$ cat src/rtl/hazard_pkg.sv
// hazard_pkg -- shared definitions for the pipeline hazard controller.
//   hz_state_t  : controller FSM states (RUN, MEM_WAIT, REDIRECT)
//   MEM_TIMEOUT : consecutive MEM_WAIT cycles that raise timeout_err
//   hz_ctrl_t   : bundle of the six pipeline stall/flush controls, plus the
//                 handful of control patterns the controller ever produces.
package hazard_pkg;

  typedef enum logic [1:0] {
    RUN      = 2'd0,
    MEM_WAIT = 2'd1,
    REDIRECT = 2'd2
  } hz_state_t;

  localparam logic [7:0] MEM_TIMEOUT = 8'd255;

  typedef struct packed {
    logic stall_pc;
    logic stall_if_id;
    logic stall_id_ex;
    logic stall_ex_mem;
    logic flush_if_id;
    logic flush_id_ex;
  } hz_ctrl_t;

  // Pattern order: {stall_pc, stall_if_id, stall_id_ex, stall_ex_mem,
  //                 flush_if_id, flush_id_ex}
  localparam hz_ctrl_t CTRL_NONE       = 6'b0000_00;
  localparam hz_ctrl_t CTRL_FREEZE     = 6'b1111_00;  // data-memory stall
  localparam hz_ctrl_t CTRL_FLUSH_ALL  = 6'b0000_11;  // redirect / reset
  localparam hz_ctrl_t CTRL_LOAD_USE   = 6'b1100_01;  // hold IF/ID, bubble EX
  localparam hz_ctrl_t CTRL_FETCH_WAIT = 6'b1000_10;  // hold PC, bubble ID

endpackage

$ cat src/rtl/hazard_detect.sv
// hazard_detect -- combinational load-use hazard detector.
//   id_rs1/id_rs2         : source registers of the IF/ID instruction
//   id_use_rs1/id_use_rs2 : that source is actually read
//   ex_rd, ex_mem_read    : destination of the ID/EX instruction, it is a load
//   load_use              : the IF/ID instruction needs the load result now
// Register x0 is hard-wired zero, so a load targeting it never conflicts.
module hazard_detect (
  input  logic [4:0] id_rs1,
  input  logic [4:0] id_rs2,
  input  logic       id_use_rs1,
  input  logic       id_use_rs2,
  input  logic [4:0] ex_rd,
  input  logic       ex_mem_read,
  output logic       load_use
);

  logic [4:0] src_reg [2];
  logic [1:0] src_use;
  logic [1:0] src_hit;

  assign src_reg[0] = id_rs1;
  assign src_reg[1] = id_rs2;
  assign src_use    = {id_use_rs2, id_use_rs1};

  genvar gi;
  generate
    for (gi = 0; gi < 2; gi++) begin : g_src
      assign src_hit[gi] = src_use[gi] && (src_reg[gi] == ex_rd);
    end
  endgenerate

  assign load_use = ex_mem_read && (ex_rd != 5'd0) && (|src_hit);

endmodule

$ cat src/rtl/hazard_ctrl.sv
// hazard_ctrl -- pipeline hazard controller (stall / flush generation).
//   Inputs : clk, rst (sync, active-high), IF/ID source regs and use flags,
//            ID/EX destination and load flag, ex_branch_taken, imem_ready,
//            dmem_req, dmem_ready.
//   Outputs: stall_pc, stall_if_id, stall_id_ex, stall_ex_mem (hold regs),
//            flush_if_id, flush_id_ex (load bubble), timeout_err (sticky).
//   Optional: define HAZARD_PERF_EN to add 32-bit wrapping counters
//            stall_cycles (cycles with stall_pc) and flush_events (cycles
//            with flush_id_ex).
// Priority: reset > data-memory stall > REDIRECT fetch wait > branch >
// load-use > instruction fetch wait.
module hazard_ctrl
  import hazard_pkg::*;
(
  input  logic        clk,
  input  logic        rst,
  input  logic [4:0]  id_rs1,
  input  logic [4:0]  id_rs2,
  input  logic        id_use_rs1,
  input  logic        id_use_rs2,
  input  logic [4:0]  ex_rd,
  input  logic        ex_mem_read,
  input  logic        ex_branch_taken,
  input  logic        imem_ready,
  input  logic        dmem_req,
  input  logic        dmem_ready,
  output logic        stall_pc,
  output logic        stall_if_id,
  output logic        stall_id_ex,
  output logic        stall_ex_mem,
  output logic        flush_if_id,
  output logic        flush_id_ex,
  output logic        timeout_err
`ifdef HAZARD_PERF_EN
  ,
  output logic [31:0] stall_cycles,
  output logic [31:0] flush_events
`endif
);

  hz_state_t  state_reg, state_next;
  hz_ctrl_t   ctrl;
  logic [7:0] wait_cnt_reg;
  logic       timeout_err_reg;
  logic       load_use;
  logic       dmem_stall;

  hazard_detect u_detect (
    .id_rs1      (id_rs1),
    .id_rs2      (id_rs2),
    .id_use_rs1  (id_use_rs1),
    .id_use_rs2  (id_use_rs2),
    .ex_rd       (ex_rd),
    .ex_mem_read (ex_mem_read),
    .load_use    (load_use)
  );

  assign dmem_stall = dmem_req && !dmem_ready;

  always_comb begin
    state_next = state_reg;
    ctrl       = CTRL_NONE;
    if (rst) begin
      // Reset fills the front of the pipe with bubbles whatever the state.
      ctrl       = CTRL_FLUSH_ALL;
      state_next = RUN;
    end else if (dmem_stall) begin
      // Freeze everything; a pending redirect is remembered, not lost.
      ctrl       = CTRL_FREEZE;
      state_next = (state_reg == REDIRECT) ? REDIRECT : MEM_WAIT;
    end else begin
      case (state_reg)
        REDIRECT: begin
          if (imem_ready) begin
            state_next = RUN;
          end else begin
            ctrl = CTRL_FETCH_WAIT;
          end
        end
        default: begin
          // RUN, and MEM_WAIT on the cycle the access completes.
          state_next = RUN;
          if (ex_branch_taken) begin
            ctrl = CTRL_FLUSH_ALL;
            if (!imem_ready) begin
              state_next = REDIRECT;
            end
          end else if (load_use) begin
            ctrl = CTRL_LOAD_USE;
          end else if (!imem_ready) begin
            ctrl = CTRL_FETCH_WAIT;
          end
        end
      endcase
    end
  end

  always_ff @(posedge clk) begin
    if (rst) begin
      state_reg       <= RUN;
      wait_cnt_reg    <= 8'd0;
      timeout_err_reg <= 1'b0;
    end else begin
      state_reg <= state_next;
      if (state_reg == MEM_WAIT && state_next == MEM_WAIT) begin
        // Saturate so the counter cannot wrap back below the threshold.
        if (wait_cnt_reg != MEM_TIMEOUT) begin
          wait_cnt_reg <= wait_cnt_reg + 8'd1;
        end
        if (wait_cnt_reg == MEM_TIMEOUT - 8'd1) begin
          timeout_err_reg <= 1'b1;
        end
      end else begin
        wait_cnt_reg <= 8'd0;
      end
    end
  end

  assign stall_pc     = ctrl.stall_pc;
  assign stall_if_id  = ctrl.stall_if_id;
  assign stall_id_ex  = ctrl.stall_id_ex;
  assign stall_ex_mem = ctrl.stall_ex_mem;
  assign flush_if_id  = ctrl.flush_if_id;
  assign flush_id_ex  = ctrl.flush_id_ex;
  assign timeout_err  = timeout_err_reg;

`ifdef HAZARD_PERF_EN
  logic [31:0] stall_cycles_reg;
  logic [31:0] flush_events_reg;

  always_ff @(posedge clk) begin
    if (rst) begin
      stall_cycles_reg <= 32'd0;
      flush_events_reg <= 32'd0;
    end else begin
      if (ctrl.stall_pc) begin
        stall_cycles_reg <= stall_cycles_reg + 32'd1;
      end
      if (ctrl.flush_id_ex) begin
        flush_events_reg <= flush_events_reg + 32'd1;
      end
    end
  end

  assign stall_cycles = stall_cycles_reg;
  assign flush_events = flush_events_reg;
`endif

endmodule

$ cat config.mk
export PLATFORM = sky130hd
export DESIGN_NAME = hazard_ctrl
export DESIGN_NICKNAME = d
export VERILOG_FILES = /design/src/rtl/hazard_pkg.sv /design/src/rtl/hazard_detect.sv /design/src/rtl/hazard_ctrl.sv
export SDC_FILE = /design/constraint.sdc
export NUM_CORES = 1
export LEC_CHECK = 0
export CELL_PAD_IN_SITES_DETAIL_PLACEMENT = 1
export CELL_PAD_IN_SITES_GLOBAL_PLACEMENT = 2
export CORE_ASPECT_RATIO = 0.75
export CORE_UTILIZATION = 22
export DETAILED_ROUTE_END_ITERATION = 12
export PLACE_DENSITY_LB_ADDON = 0.1
export REMOVE_ABC_BUFFERS = 1
export SKIP_LAST_GASP = 1
export SLEW_MARGIN = 20
export SYNTH_ARGS = -nofsm -noshare
export SYNTH_HDL_FRONTEND = slang
export SYNTH_SLANG_ARGS = --single-unit
$ cat constraint.sdc
create_clock -name clk -period 2.2 [get_ports clk]
set_clock_uncertainty 0.1 [all_clocks]
set_input_delay 0.33 -clock clk [delete_from_list [all_inputs] [get_ports clk]]
set_output_delay 0.33 -clock clk [all_outputs]
set_load 0.02 [all_outputs]
==> summary.txt <==
Status
  • Outcome: finished clean

Placed design
  • Estimated wirelength of the detail-placed design: 1716 microns
  • Instance area at placement: 1135 sq um
  • Pre-CTS worst setup slack: -689.6 ps
  • Final weighted congestion in routability-driven placement: 0.6935
  • Number of I/O port buffers: 30

Worst hold path
  • Number of cells on the worst hold path: 2
  • Min-Delay Endpoint: timeout_err
  • Hold Path Origin: timeout_err
  • Hold Path Class: reg2reg

Clock tree
  • Root buffer cell: sky130_fd_sc_hd__clkbuf_8
  • Insertion delay of the later-clocked pin in the worst-skew pair: 240 ps
  • CTS tree: done
  • H-tree depth: 1
  • Largest buffer count on any clock path: 2
  • CTS clk-pin slew, worst paths: 50 ps
  • Number of buffers created by CTS: 3
  • Clk sink count: 11
  • Postcts setup bufs: 0

Flow run
  • Maxcap violations: 0

Power and ir drop
  • Power density over the cells: 438.7 nW/um^2
  • Peak supply drop: 0.2731 mV
  • Leakage power total: 0.0005325 uW

Yosys
  • Mapped cell area: 734.5 sq um
  • Total number of yosys warnings: 0
  • Number of distinct library cells after synthesis: 34
  • Area share of the largest cell type after synthesis: 0.2998
  • Post-synth top area cell: sky130_fd_sc_hd__dfxtp_1
  • Fraction of the yosys area taken by sequential cells: 0.2998
  • #FFs+latches synth: 11
  • Avg Inst Size Synth: 8.346 sq um
  • Leading cell types by total area after synthesis: sky130_fd_sc_hd__dfxtp_1, sky130_fd_sc_hd__xor2_1, sky130_fd_sc_hd__a21oi_1
  • Cell count after synthesis: 88

Worst setup path
  • Crit. Startpoint: ex_rd[3]
  • Worst setup SP type: input port
  • Number of cells traversed by the worst register-to-register path: 4
  • Setup CP Type: in2out
  • Register-to-register setup slack: 620 ps
  • Data required time at the worst endpoint: 1770 ps
  • Capturing element type of the critical path: output pin
  • Endpoint of the lowest-slack register-to-register path: timeout_err
  • Max Fanout on Critical Path: 4
  • Launch point of the worst reg-to-reg path: state_reg[1]
  • Crit path DAT: 1650 ps

Detailed routing
  • Via-to-Cell Ratio: 4.683
  • Total wire length: 2057 microns
  • Per-cell routed wire length: 12.32 microns
  • DR DRC count: 0
  • Initial DRT Pass Iterations: 2
  • DRC violation total after the first TritonRoute iteration: 11
  • Number of vias in the routed layout: 782
  • Post-route ant nets: 0

Global route
  • Number of antenna violations at the first check in global routing: 0
  • Global Route Usage Sum: 0.1289
  • GRT overflow: 0
  • Largest net degree at the start of global routing: 9
  • First-pass GRT wire length: 3346 microns
  • Via count of the first global-routing pass: 788

Timing
  • RSZ-0062 raised after global routing: no
  • Slew at the pin with the worst max-slew slack: 255.9 ps
  • Slew HR: 0.8280
  • Final number of max-transition violations: 0
  • Number of endpoints failing setup at the final stage: 0
  • Total count of hold-check failures in the final report: 0
  • Share of the clock period used by the worst path after layout: 0.9472
  • Crit path time final: 2084 ps
  • Slack of the critical path: 116.3 ps
  • Final total negative setup slack: 0 ps
  • Maximum clock frequency: 479.9 MHz

Floorplanning
  • Site Rows: 17
  • Die footprint: 3576 sq um
  • I/O pin count: 31
  • Die X-Extent: 68.72 microns
  • Starting utilization of the core area: 0.2398
  • Placeable core region: 3063 sq um
  • Die Y-Extent: 52.04 microns

Layout
  • Post-route cell area: 1206 sq um
  • Nets: 156
  • Commonest cells after routing, fill and taps aside: sky130_fd_sc_hd__buf_4, sky130_fd_sc_hd__clkdlybuf4s50_1, sky130_fd_sc_hd__dfxtp_1
  • Fraction of final layout cells with drive strength greater than 1: 0.2326
  • Count of inserted antenna diode cells: 0
  • Flip-flop count of the largest register, all copies and words added: 8
  • Most frequent standard cell in the layout excluding fill and tap cells: sky130_fd_sc_hd__buf_4
  • Synth-to-Final Area Change: 64.23%
[critical path, stage by stage]
cell	delay (ps)
sky130_fd_sc_hd__dlygate4sd2_1	270
sky130_fd_sc_hd__xor2_1	160
sky130_fd_sc_hd__nor4_2	250
sky130_fd_sc_hd__a32oi_2	200
sky130_fd_sc_hd__o31ai_1	240
sky130_fd_sc_hd__buf_2	200
[worst max-delay path by stage]
stage                        to  slack (ps)  depth (start not counted)
CTS                 flush_id_ex         -30                          6
floorplan           flush_id_ex         260                          4
finish              flush_id_ex         120                          6
global route        flush_id_ex           2                          6
detailed placement  flush_id_ex        -690                          6
global placement    flush_id_ex        -650                          6
[power by group]
part / switching, uW / internal [uW]
logic: 53.0 / 71.8
clock network: 74.3 / 127
registers: 1.16 / 202
total: 129 / 401
[per-stage QoR]
stage / instances / total power [uW] / hold WS, ps / util
global route: 167 / 556.1 / 382.8 / 0.3938
finish: 167 / 529.1 / 347.5 / 0.3938
global placement: 163 / 331.3 / 337.6 / 0.3705
detailed placement: 163 / 333.1 / 342.2 / 0.3705
floorplan: 83 / 247.8 / 299.1 / -
CTS: 167 / 538.7 / 351.9 / 0.3885
[per-layer routing]
metal	track usage	vias to the layer above	part of all wire
li1	-	398	-
met1	0.1575	364	0.47
met2	0.2124	18	0.47
met3	0.04825	2	0.056
met4	0.03061	0	0.0034
met5	0	-	0
[layout make-up]
| cell class | count | area, sq um |
|---|---|---|
| flip-flops and latches | 11 | 220.2 |
| repair buffers | 42 | 377.9 |
| inverters | 4 | 15.01 |
| clock buffers | 4 | 45.04 |
| well taps | 38 | 47.55 |
| fillers | 378 | 1857 |
| multi-input cells | 68 | 500.5 |
[Yosys cell counts]
cell and instances:
sky130_fd_sc_hd__nand2_1 3, sky130_fd_sc_hd__nor3b_1 1, sky130_fd_sc_hd__o22ai_1 1, sky130_fd_sc_hd__o21bai_1 1, sky130_fd_sc_hd__and2_1 2, sky130_fd_sc_hd__dfxtp_1 11
sky130_fd_sc_hd__xor2_1 10, sky130_fd_sc_hd__and2_0 1, sky130_fd_sc_hd__or4b_4 1, sky130_fd_sc_hd__nor2_1 5, sky130_fd_sc_hd__and3_1 2, sky130_fd_sc_hd__a32oi_1 1
sky130_fd_sc_hd__nor4_1 2, sky130_fd_sc_hd__a21oi_1 7, sky130_fd_sc_hd__buf_6 2, sky130_fd_sc_hd__a41o_1 1, sky130_fd_sc_hd__or4_1 2, sky130_fd_sc_hd__or3_1 1
sky130_fd_sc_hd__nor3_1 2, sky130_fd_sc_hd__a31oi_1 4, sky130_fd_sc_hd__o31ai_1 1, sky130_fd_sc_hd__o21a_1 1, sky130_fd_sc_hd__clkbuf_1 2, sky130_fd_sc_hd__nand4_1 1
sky130_fd_sc_hd__a211oi_1 2, sky130_fd_sc_hd__nand3_1 4, sky130_fd_sc_hd__nor2b_1 2, sky130_fd_sc_hd__buf_4 1, sky130_fd_sc_hd__o21ai_0 3, sky130_fd_sc_hd__inv_1 4
sky130_fd_sc_hd__nand2b_4 1, sky130_fd_sc_hd__ha_1 2, sky130_fd_sc_hd__nand2b_1 1, sky130_fd_sc_hd__xnor2_1 3
[logic make-up (layout without fill, tap and decap cells)]
| group | Yosys count | after routing | share of synthesized area |
|---|---|---|---|
| AND/OR/NAND/NOR | 31 | 31 | 0.2521 |
| flip-flops | 11 | 11 | 0.2998 |
| buffers and inverters | 9 | 50 | 0.07155 |
| AO/OA/AOI/OAI | 22 | 22 | 0.1874 |
| XOR/XNOR | 13 | 13 | 0.1550 |
| adder cells (fa/ha/maj) | 2 | 2 | 0.03407 |
[what timing repair did]
item,4_1_cts,5_1_grt
resized for setup,37,12
hold buffers,0,0
pin swaps,6,6
setup endpoints to repair,6,4
No activity file was read; power rests on OpenSTA's default activity.
